===== config.mk =====
export PLATFORM = sky130hd
export DESIGN_NAME = reg_file_param
export DESIGN_NICKNAME = d
export VERILOG_FILES = /design/src/rtl/reg_file_param.sv
export SDC_FILE = /design/constraint.sdc
export NUM_CORES = 1
export LEC_CHECK = 0
export BUFFER_PORTS_ARGS = -buffer_cell sky130_fd_sc_hd__clkbuf_2
export CAP_MARGIN = 10
export CORE_ASPECT_RATIO = 1.75
export CORE_MARGIN = 5
export CORE_UTILIZATION = 58
export CTS_CLUSTER_DIAMETER = 60
export DETAILED_ROUTE_END_ITERATION = 12
export GPL_TIMING_DRIVEN = 0
export PLACE_DENSITY = 0.82
export RECOVER_POWER = 50
export SETUP_SLACK_MARGIN = 0.02
export SLEW_MARGIN = 40
export SYNTH_ARGS = -nofsm -noshare
export SYNTH_HDL_FRONTEND = slang
export SYNTH_SLANG_ARGS = --single-unit

===== constraint.sdc =====
create_clock -name CLK -period 2.3 [get_ports CLK]
set_clock_uncertainty 0.1 [all_clocks]
set_input_delay 0.46 -clock CLK [delete_from_list [all_inputs] [get_ports CLK]]
set_output_delay 0.46 -clock CLK [all_outputs]
set_load 0.1 [all_outputs]

===== src/rtl/reg_file_param.sv =====
// reg_file_param -- parametrised CPU register file with a pending-load scoreboard.
//
// Generic DATA_WIDTH x NUM_REGS register file with two combinational read ports
// and one synchronous write port. Writes are blocked while RESET is high or while
// the data memory is stalled (BUSYWAIT). Optional features:
//   BYPASS   = 1 : read ports forward the write data of the current cycle.
//   ZERO_REG = 1 : register 0 always reads 0, ignores writes and is never pending.
// A per-register scoreboard marks a register pending when a memory load targeting
// it is issued and clears it when the writeback lands, flagging RAW hazards.
//
// Ports
//   CLK, RESET                 clock, synchronous active-high reset
//   IN, INADDRESS, WRITE       write data / index / enable
//   BUSYWAIT                   memory stall; freezes writes and scoreboard
//   OUT1ADDRESS, OUT1          read port 1 index / data
//   OUT2ADDRESS, OUT2          read port 2 index / data
//   LOAD_ISSUE, LOAD_ADDRESS   load issued this cycle and its destination register
//   HAZARD1, HAZARD2           pending flag of the register addressed by each read port
//   PENDING                    full scoreboard vector
module reg_file_param #(
  parameter int DATA_WIDTH = 8,
  parameter int NUM_REGS   = 8,
  parameter int BYPASS     = 0,
  parameter int ZERO_REG   = 0,
  localparam int AW        = $clog2(NUM_REGS)
) (
  input  logic                  CLK,
  input  logic                  RESET,
  input  logic [DATA_WIDTH-1:0] IN,
  input  logic [AW-1:0]         INADDRESS,
  input  logic                  WRITE,
  input  logic                  BUSYWAIT,
  input  logic [AW-1:0]         OUT1ADDRESS,
  input  logic [AW-1:0]         OUT2ADDRESS,
  output logic [DATA_WIDTH-1:0] OUT1,
  output logic [DATA_WIDTH-1:0] OUT2,
  input  logic                  LOAD_ISSUE,
  input  logic [AW-1:0]         LOAD_ADDRESS,
  output logic                  HAZARD1,
  output logic                  HAZARD2,
  output logic [NUM_REGS-1:0]   PENDING
);

  logic [DATA_WIDTH-1:0] regs_q [NUM_REGS];
  logic [DATA_WIDTH-1:0] regs_d [NUM_REGS];
  logic [NUM_REGS-1:0]   pending_q;
  logic [NUM_REGS-1:0]   pending_d;

  logic wr_en;
  logic wr_ok;
  logic ld_ok;

  // wr_ok additionally drops writes aimed at the hard-wired zero register,
  // so it is the single condition for both storage and forwarding.
  assign wr_en = WRITE & ~RESET & ~BUSYWAIT;
  assign wr_ok = wr_en & ~((ZERO_REG != 0) && (INADDRESS == '0));
  assign ld_ok = LOAD_ISSUE & ~RESET & ~BUSYWAIT
               & ~((ZERO_REG != 0) && (LOAD_ADDRESS == '0));

  function automatic logic [DATA_WIDTH-1:0] read_port(input logic [AW-1:0] addr);
    logic [DATA_WIDTH-1:0] val;
    if ((ZERO_REG != 0) && (addr == '0)) begin
      val = '0;
    end else if ((BYPASS != 0) && wr_ok && (INADDRESS == addr)) begin
      val = IN;
    end else begin
      val = regs_q[addr];
    end
    return val;
  endfunction

  always_comb begin
    regs_d = regs_q;
    if (wr_ok) begin
      regs_d[INADDRESS] = IN;
    end
  end

  // Set has priority over clear: a new load to a register whose previous
  // load is completing this cycle leaves the register pending.
  always_comb begin
    pending_d = pending_q;
    for (int i = 0; i < NUM_REGS; i++) begin
      if (ld_ok && (LOAD_ADDRESS == AW'(i))) begin
        pending_d[i] = 1'b1;
      end else if (wr_en && (INADDRESS == AW'(i))) begin
        pending_d[i] = 1'b0;
      end
    end
    if (ZERO_REG != 0) begin
      pending_d[0] = 1'b0;
    end
  end

  always_ff @(posedge CLK) begin
    if (RESET) begin
      for (int i = 0; i < NUM_REGS; i++) begin
        regs_q[i] <= '0;
      end
      pending_q <= '0;
    end else begin
      regs_q    <= regs_d;
      pending_q <= pending_d;
    end
  end

  // Read ports and hazard flags are purely combinational; the scoreboard is
  // deliberately not bypassed, so a clearing write is visible one cycle later.
  always_comb begin
    OUT1    = read_port(OUT1ADDRESS);
    OUT2    = read_port(OUT2ADDRESS);
    HAZARD1 = pending_q[OUT1ADDRESS];
    HAZARD2 = pending_q[OUT2ADDRESS];
    PENDING = pending_q;
  end

endmodule

* Yosys cells after proc, flatten, opt, wreduce, memory -nomap -nowiden
Cells that the tools add are included.
Operators by class: reductions and logical operators 27, equal/unequal tests 14, order comparisons 6, muxes and demuxes 29, bitwise gates (word level) 9
Operator list (count):
- bitwise mux 64 bit | 1
- binary-select mux 8 bit (select 3 bit) | 2
- 2-to-1 mux 8 bit | 5
- demux 8 bit (select 3 bit) | 1
- equality test 3 bit, second input constant | 8
- 2-to-1 mux 1 bit | 18
- logical AND 1 bit | 17
- nonzero test 2 bit | 8
- equality test 3 x 2 -> 1 bit, second input constant | 4
- >= comparator 4 bit, second input constant | 3
- NOT 3 -> 4 bit | 3
- less-than comparator 3 x 4 -> 1 bit, second input constant | 2
- binary-select mux 1 bit (select 3 bit) | 2
- equality test 3 x 1 -> 1 bit, second input constant | 2
- zero test 3 bit | 2
- AND 1 bit | 4
- less-than comparator 4 x 1 -> 1 bit, second input constant | 1
- NOT 1 bit | 2
Word-level totals: register bits after elaboration 72, logic and storage cells 101, output and inout port bits 26

* Logic depth before layout (Yosys ltp)
Gate-level depths: netlist (run 1).
word-level depth 6, gate-level depth with buffers 5

* Worst setup path after synthesis (run 1)
No wires, ideal clock.
path kind register -> output, start register pending_q[2] (netlist: PENDING[2]), end output HAZARD1, required time 1.740 ns, buffers on the path 0, cell stages (with the launch flop) 3, arrival time 1.825 ns, slack -0.085 ns, path through dfxtp_1 mux4_1 mux2_2
On the way: longest elaborated chain between the ends 2
RTL lines:
- start, declared | RTL line 46 | logic [NUM_REGS-1:0] pending_q;
- start signal, assigned | RTL line 103 | pending_q <= pending_d;
- binary-select mux 1 bit (select 3 bit) | RTL line 112 | HAZARD1 = pending_q[OUT1ADDRESS];
- 2-to-1 mux 1 bit (implied by the code) | RTL line 112
- end, declared | RTL line 39 | output logic HAZARD1,
Every way passes these cells. The select of a mux whose other input is x is not followed.

* Worst setup path in the final report (run 1)
start register regs_q[1] (netlist bit), end output OUT1[1]
On the way: longest elaborated chain between the ends 3
RTL lines:
- start, declared | RTL line 44 | logic [DATA_WIDTH-1:0] regs_q [NUM_REGS];
- start signal, assigned | RTL line 102 | regs_q <= regs_d;
- binary-select mux 8 bit (select 3 bit) | RTL line 67 | val = regs_q[addr];
- 2-to-1 mux 8 bit (implied by the code) (2 in a row) | RTL line 67
- end, declared | RTL line 35 | output logic [DATA_WIDTH-1:0] OUT1,
Every way passes these cells. The select of a mux whose other input is x is not followed.

==> results of run 1 <==
[repair_timing]
item / CTS / global route
hold buffers: 0 / 0
resized for setup: 58 / 10
setup buffers: 1 / 0
gates cloned: 2 / 2
setup endpoints to repair: 18 / 14
[final timing paths]
kind,from,endpoint,cells after the start
worst min-delay path,LOAD_ADDRESS[2],PENDING[7],3
worst min register to register,regs_q[54],regs_q[54],2
worst max register to register,regs_q[1],regs_q[1],2
worst max-delay path,regs_q[1],OUT1[1],3
[cell families (layout without fill, tap and decap cells)]
kind of cell | after synthesis | count (layout) | synth area share, %
mux | 54 | 54 | 28.10
buf+inv | 52 | 109 | 6.856
flops | 72 | 72 | 35.26
compound gates | 144 | 144 | 17.63
simple gates | 89 | 89 | 12.15
[synthesized netlist by cell type (6+ instances only)]
master | number | area [sq um]
mux2_2 | 8 | 90.09
mux2_4 | 10 | 150.1
nand3_1 | 67 | 335.3
dfxtp_1 | 72 | 1441
clkbuf_1 | 21 | 78.83
mux4_2 | 10 | 225.2
nand2_1 | 6 | 22.52
o21ai_0 | 12 | 60.06
a21oi_1 | 72 | 360.4
buf_2 | 21 | 105.1
o21ai_1 | 60 | 300.3
mux4_1 | 26 | 683.2
[per-layer routing]
metal | wire length [microns] | global-route usage (%) | share of wire [%]
met2 | 7191 | 53.78 | 49
met1 | 4569 | 37.28 | 31
met4 | 1299 | 24.26 | 8.8
met5 | 0 | 0 | 0
met3 | 1673 | 7.794 | 11
[layout by cell type (no fill, tap or decap), drive strengths merged]
cell type,n
a21oi,72
and3,1
and3b,2
buf,28
bufbuf,1
bufinv,2
clkbuf,72
clkdlybuf4s15,2
clkinv,3
clkinvlp,1
dfxtp,72
mux2,18
mux4,36
nand2,6
nand3,67
nand3b,2
nor2,1
nor2b,2
nor3,1
nor3b,2
nor4b,1
nor4bb,1
o21ai,72
or3,1
or3b,2
[metrics by stage]
stage | cell area [sq um] | worst slack, ps
global route | 5074 | 2.223
CTS | 5040 | 2.778
floorplan | 4098 | 70.93
global placement | 4383 | -366.2
detailed placement | 4383 | -434.0
finish | 5074 | -8.325
[power groups by stage]
stage / sequential, mW / clock (mW) / combinational [mW]
3_3_place_gp: 1.29 / 0 / 0.314
5_1_grt: 1.27 / 1.55 / 0.386
4_1_cts: 1.27 / 1.50 / 0.357
6_report: 1.27 / 1.51 / 0.377
3_5_place_dp: 1.29 / 0 / 0.320
2_1_floorplan: 1.30 / 0 / 0.207
[state kept, by name, indices dropped and copies added (netlist names)]
register and count:
regs_q 64, PENDING 8
[worst register-to-register path, stage by stage (launching register included)]
cell	delay [ps]
dfxtp_1	420
o21ai_0	120
a21oi_1	190
[cell type report]
type | count | share of cell area [%]
Tap cell | 84 | 2.072
Clock buffer | 10 | 4.710
Buffer | 52 | 6.584
Multi-Input combinational cell | 287 | 46.41
Sequential cell | 72 | 28.61
Clock inverter | 6 | 1.628
Timing Repair Buffer | 41 | 9.988
==> qor.yml, run 1 <==
cp_top_family: "multiplexers"
fin_crit_ps: 2308
grt_usage_pct: 33.37
startpoint_type: "flop"
grt_pass1_wl_microns: 21610
nets: 488
detail_route.vias_per_cell: 7.361
rsz0062_at_grt: "false"
total_power_mw: 3.156
synth_area_sq_um: 4088
switching_share_pct: 25.18
violations: "setup timing"
core_sq_um: 6857
netlist_instances: 411
clk_path_buf_depth: 2
postRouteAntennaNets: 0
status: "finished with violations"
synth_ff_type: "dfxtp_1"
multi_input_comb_area_sq_um: 2355
dpl.hpwl_microns: 9237
place.gp.congestion: 0.9638
insertion_delay_ps: 340
min_path_type: "input port to flop"
worst_pin_slew_ps: 708.9
path_buf_inv: 1
synth_edf_count: 0
arrival_ps: 1750
htreeDepth: 3
power_density_nw_per_um2: 622.0
vias: 4063
syn_avg_cell_area_sq_um: 9.946
avgRoutedWirePerCell_microns: 26.69
leakagePower_nw: 1.900
antenna_found_initial: 0
path_max_fanout: 3
finalSetupViolCount: 1
pwr-share-seq_pct: 40.1
numCtsBuffers: 9
portBuffers: 36
period_share_pct: 100.4
cp-end-kind: "primary output"
wirelength_microns: 14730
peakVddDrop_v: 0.0004646
syn-num-nets: 436
fin_ws_ps: -8.325
antenna_cells: 0
async_flop_share_pct: 0
p_int_mw: 2.361
synth_seq_cells: 72
hold_viol: 0
drive_gt1_share_pct: 26.07
seqCellArea_sq_um: 1451
die_h_microns: 121.1
fillCellCount: 467
p_comb_share_pct: 11.9
first_iter_violations: 620
cts-root-buf: "clkbuf_16"
drc: 0
r2r_slack_ps: 1390
p_clk_share_pct: 47.9
synth_warnings: 0
drtPass1Iterations: 5
finalSetupTns_ps: -8.325
die_w_microns: 73.46
die_area_sq_um: 8893
holdWs_ps: 296.8
ios: 51
final_cells: 552
floorplan.initialDensity_pct: 59.62
area_growth_pct: 24.12
clock_sinks: 72
timing.fmax_mhz: 433.2
crit_chain: "mux4_1 > mux2_2 > buf_4"
rows: 40
maxSlewViolCount: 0
power.switching_uw: 794.6
max_stage_delay_ps: 500
grt_max_degree: 13
max_cap_violations: 0
slew_headroom_pct: 52.74
grt_overflow: 0
path_class: "flop to primary output"
grt_pass1_vias: 3912
yosysUniqueCellTypes: 27
cts_tree: "done"
cp.required_ps: 1740
synth-seq-area-share_pct: 35.26
cp_slowest_cell: "mux4_1"
numPlacedInstances: 531
fin_util_pct: 74.00
clk_pin_slew_ps: 60
Note: power is estimated with default switching activity, not from simulation.
==> inputs of run 2 (changes only) <==
- RECOVER_POWER: 50 -> 100
- TNS_END_PERCENT: default -> 5
==> run 2 against run 1 <==
Effect of this change:
- the run now ends clean
- via count shrank 1.3%
- die area is the same
- sequential share of layout area grew 0.54 points
- register-to-register slack gained 20 ps
- critical path depth grew 2
- sequential cell count is the same
- total power shrank 0.29%
- design area shrank 2.5%
- cell count shrank 0.18%
- first-iteration DRC count grew 10%
- fmax grew 0.55%
- wire length shrank 1.6%
- largest power group unchanged
==> qor.yml, run 2 (same netlist as run 1, synthesis figures left out) <==
vias: 4009  # -1.3%
fin_ws_ps: 4.356  # +12.68 ps
worst_pin_slew_ps: 761.0  # +52.15 ps
insertion_delay_ps: 340  # about the same
cts-root-buf: "clkbuf_16"
first_iter_violations: 685  # +10%
seqCellArea_sq_um: 1441  # -0.69%
holdBufCountCts: 0  # unchanged
postRouteAntennaNets: 0  # unchanged
numPlacedInstances: 531  # unchanged
grt_pass1_vias: 3914  # +0.051%
die_w_microns: 73.46  # unchanged
cp-end-kind: "primary output"
r2r_slack_ps: 1410  # +20 ps
cts_tree: "done"
r2r_start: "PENDING[5]"
antenna_cells: 0  # unchanged
grt_pass1_wl_microns: 21510  # -0.44%
hold_viol: 0  # unchanged
final_cell_area_sq_um: 4945  # -2.5%
leakagePower_nw: 1.839  # -3.2%
clock_sinks: 72  # unchanged
peakVddDrop_v: 0.0004782  # +2.9%
dp_slack_ps: -434.0  # unchanged
worstHoldStart: "LOAD_ADDRESS[2]"
power_density_nw_per_um2: 636.4  # +2.3%
path_class: "input port to primary output"
antenna_found_initial: 0  # unchanged
setup.worst_path.start: "OUT2ADDRESS[0]"
arrival_ps: 1740  # about the same
largest-register: "regs_q"
ios: 51  # unchanged
detail_route.vias_per_cell: 7.276  # -1.1%
drive_gt1_share_pct: 23.34  # -2.7 points
drtPass1Iterations: 5  # unchanged
die_area_sq_um: 8893  # unchanged
htreeDepth: 3  # unchanged
rsz0062_at_grt: "true"
maxSlewViolCount: 0  # unchanged
core_sq_um: 6857  # unchanged
final_cell_mix: "72 x dfxtp_1, 72 x a21oi_1, 67 x nand3_1"
fin_crit_ps: 2296  # -12.68 ps
finalSetupViolCount: 0  # -1
floorplan.initialDensity_pct: 59.62  # unchanged
power.switching_uw: 793.7  # -0.12%
avgRoutedWirePerCell_microns: 26.31  # -1.4%
p_int_mw: 2.353  # -0.35%
dpl.hpwl_microns: 9237  # unchanged
fillCellCount: 499  # +6.9%
die_h_microns: 121.1  # unchanged
area_growth_pct: 20.97
startpoint_type: "input port"
timing.fmax_mhz: 435.6  # +0.55%
nets: 487  # -0.20%
min_path_type: "input port to flop"
cp.required_ps: 1740  # about the same
grt_overflow: 0  # unchanged
grt_max_degree: 13  # unchanged
place.gp.congestion: 0.9638  # unchanged
slew_headroom_pct: 49.16  # -3.6 points
period_share_pct: 99.81  # -0.55 points
switching_share_pct: 25.22  # +0.043 points
clk_path_buf_depth: 2  # unchanged
p_clk_share_pct: 48.1  # +0.2 points
wirelength_microns: 14500  # -1.6%
portBuffers: 36  # unchanged
numCtsBuffers: 9  # unchanged
grt_usage_pct: 33.19  # -0.18 points
status: "completed"
multi_input_comb_area_sq_um: 2341  # -0.58%
largest_reg_flops: 64  # unchanged
placed_cell_area_sq_um: 4383  # unchanged
drc: 0  # unchanged
path_max_fanout: 10  # +7
p_comb_share_pct: 11.7  # -0.2 points
max_cap_violations: 0  # unchanged
clk_pin_slew_ps: 50  # about the same
total_power_mw: 3.147  # -0.29%
rows: 40  # unchanged
pwr-share-seq_pct: 40.2  # about the same
final_cells: 551  # -0.18%
## run 2: path summary, 6_finish.rpt
kind / end / cells after the start
worst max-delay path: OUT2[1] / 5
worst min register to register: regs_q[54] / 2
worst max register to register: PENDING[5] / 2
worst min-delay path: PENDING[7] / 3
## run 2: power by group through the flow
stage               registers [mW]  logic (mW)  clock network [mW]
CTS                           1.27       0.355                1.50
detailed placement            1.29       0.320                   0
finish                        1.27       0.367                1.51
floorplan                     1.30       0.207                   0
global route                  1.27       0.377                1.55
global placement              1.29       0.314                   0
## run 2: metrics by stage
stage          utilization (%)  hold WS [ps]  setup TNS (ps)
2_1_floorplan                -         357.9               0
3_3_place_gp             63.92         372.6           -6278
3_5_place_dp             63.92         378.8           -6919
4_1_cts                  72.92         297.5               0
5_1_grt                  72.12         340.4          -1.995
6_report                 72.12         305.9               0
## run 2: layer usage
metal,vias up,track usage [%],part of all wire [%]
li1,1679,-,-
met1,1883,37.73,31
met2,350,53.50,49
met3,97,6.799,12
met4,0,24.04,7.7
met5,-,0,0
## run 2: critical path: stages
cell       delay [ps]
buf_12            120
buf_12            140
mux4_2            510
mux2_4            290
clkbuf_16         200
## run 2: area by class of cell
class	count	area share [%]
clock inverters	6	1.670
well taps	84	2.126
plain buffers	52	6.630
flip-flops and latches	72	29.15
multi-input cells	287	47.34
repair buffers	40	8.249
clock buffers	10	4.833
## run 2: repair_timing
item,CTS,global route
cloned,2,1
endpoints found under the setup margin,18,17
setup buffers,1,0
resized for setup,50,21
pin swaps,0,0
==> inputs of run 3 (changes only) <==
- CELL_PAD_IN_SITES_DETAIL_PLACEMENT: default -> 1
- CELL_PAD_IN_SITES_GLOBAL_PLACEMENT: default -> 1
- CORE_UTILIZATION: 58 -> 45
- PLACE_DENSITY: 0.82 -> 0.81
==> run 3 against run 2 <==
Effect of this change:
- the flow now finishes with violations (setup timing)
- largest cell class unchanged
- hold slack improved by 0.58 ps
- critical path depth fell by 1
- sequential share of layout area is 0.65 points lower
- design area rose by 3.0%
- total power rose by 1.9%
- wire length rose by 15%
- global-route usage decreased by 3.0 points
- first-iteration DRC count decreased by 28%
- largest power group unchanged
- fmax fell by 0.61%
- non-clock buffer count is 3 higher
- setup slack got worse by 14 ps
- register-to-register slack about the same
==> qor.yml, run 3 (same netlist as run 1, synthesis figures left out) <==
leakagePower_nw: 1.882  # +2.4%
area_growth_pct: 24.58
clk_path_buf_depth: 2  # unchanged
max_cap_violations: 0  # unchanged
wirelength_microns: 16610  # +15%
multi_input_comb_area_sq_um: 2354  # +0.53%
antenna_found_initial: 0  # unchanged
path_max_fanout: 9  # -1
holdWs_ps: 306.5  # +0.5790 ps
worst_pin_slew_ps: 914.5  # +153.5 ps
floorplan.initialDensity_pct: 45.53  # -14 points
r2r_start: "regs_q[15]"
final_common_cell: "a21oi_1"
dp_slack_ps: -456.5  # -22.45 ps
seqCellArea_sq_um: 1451  # +0.69%
cp.required_ps: 1740  # about the same
clk_pin_slew_ps: 60  # about the same
slew_headroom_pct: 38.90  # -10 points
drive_gt1_share_pct: 25.96  # +2.6 points
grt_usage_pct: 30.15  # -3.0 points
htreeDepth: 3  # unchanged
hold_viol: 0  # unchanged
maxSlewViolCount: 0  # unchanged
place.gp.congestion: 0.8998  # -6.6%
postRouteAntennaNets: 0  # unchanged
drc: 0  # unchanged
cts_tree: "done"
core_sq_um: 8979  # +31%
finalSetupTns_ps: -9.628  # -9.628 ps
largest-register: "regs_q"
setup.worst_path.start: "OUT1ADDRESS[2]"
endpoint: "OUT1[2]"
grt_overflow: 0  # unchanged
antenna_cells: 0  # unchanged
grt_max_degree: 13  # unchanged
path_class: "input port to primary output"
drtPass1Iterations: 6  # +1
rows: 46  # +15%
arrival_ps: 1750  # about the same
avgRoutedWirePerCell_microns: 28.15  # +7.0%
ios: 51  # unchanged
violations: "setup timing"
holdBufCountCts: 0  # unchanged
cts-root-buf: "clkbuf_16"
startpoint_type: "input port"
cp-end-kind: "primary output"
die_w_microns: 82.05  # +12%
r2r_slack_ps: 1400  # about the same
timing.fmax_mhz: 433.0  # -0.61%
final_cell_mix: "72 x a21oi_1, 67 x nand3_1, 64 x dfxtp_1"
hold_depth: 3  # unchanged
crit_chain: "buf_6 > mux4_1 > mux2_4 > clkbuf_16"
vias: 4058  # +1.2%
largest_reg_flops: 64  # unchanged
grt_pass1_wl_microns: 24130  # +12%
fin_ws_ps: -9.628  # -13.98 ps
fillCellCount: 1030  # +110%
status: "finished with violations"
die_h_microns: 136.1  # +12%
rsz0062_at_grt: "true"
peakVddDrop_v: 0.0005267  # +10%
insertion_delay_ps: 340  # about the same
dpl.hpwl_microns: 10840  # +17%
first_iter_violations: 495  # -28%
total_power_mw: 3.207  # +1.9%
die_area_sq_um: 11160  # +26%
min_path_type: "input port to flop"
max_stage_delay_ps: 600  # +90 ps
period_share_pct: 100.4  # +0.61 points
cp_slowest_cell: "mux4_1"
numCtsBuffers: 9  # unchanged
detail_route.vias_per_cell: 6.878  # -5.5%
r2r_cells: 2  # unchanged
power_density_nw_per_um2: 629.7  # -1.1%
portBuffers: 36  # unchanged
nets: 490  # +0.62%
fin_crit_ps: 2310  # +13.98 ps
finalSetupViolCount: 1  # +1
r2r_end: "regs_q[15]"
clock_sinks: 72  # unchanged
grt_pass1_vias: 4270  # +9.1%
run 3: what timing repair did:
item                                    in CTS  in global routing
setup buffers                                2                  2
gates resized for setup                     52                 18
pin swaps                                    0                  0
cloned                                       1                  1
endpoints found under the setup margin      18                 15
hold endpoints to repair                     0                  0
run 3: routing by layer:
layer | global-route usage [%] | vias up | part of all wire, %
met5 | 0 | - | 0
met4 | 18.76 | 0 | 4.9
met3 | 4.443 | 63 | 7.0
met2 | 52.57 | 255 | 53
met1 | 33.26 | 2063 | 35
li1 | - | 1677 | -
run 3: worst min path at each step:
stage / startpoint / endpoint / slack [ps]
floorplan: regs_q[16] / regs_q[16] / 360
global placement: regs_q[61] / regs_q[61] / 370
detailed placement: regs_q[10] / regs_q[10] / 390
CTS: LOAD_ADDRESS[2] / PENDING[5] / 300
global route: LOAD_ADDRESS[2] / PENDING[7] / 340
finish: LOAD_ADDRESS[2] / PENDING[5] / 310
run 3: power breakdown:
group          internal [mW]  switching, mW  leakage [nW]
Clock                  0.974          0.583         0.158
Sequential              1.26        0.00909         0.584
Combinational          0.126          0.258          1.14
Total                   2.36          0.850          1.88
run 3: area by class of cell:
cell class	instances	share of cell area, %
Multi-Input combinational cell	287	46.22
Sequential cell	72	28.50
Timing Repair Buffer	43	9.828
Buffer	52	6.192
Clock buffer	10	4.693
Tap cell	120	2.948
Clock inverter	6	1.622
run 3: critical path: cells and delay by family:
family   cells  cell delay [ps]
buf+inv      2              370
mux          2              900
run 3: stage by stage:
step	std cells	instance area [sq um]	utilization (%)
after CTS	587	5049	56.23
final	590	5092	56.72
after global placement	567	4428	49.32
after global routing	590	5092	56.72
after floorplan	411	4098	-
after detailed placement	568	4439	49.44
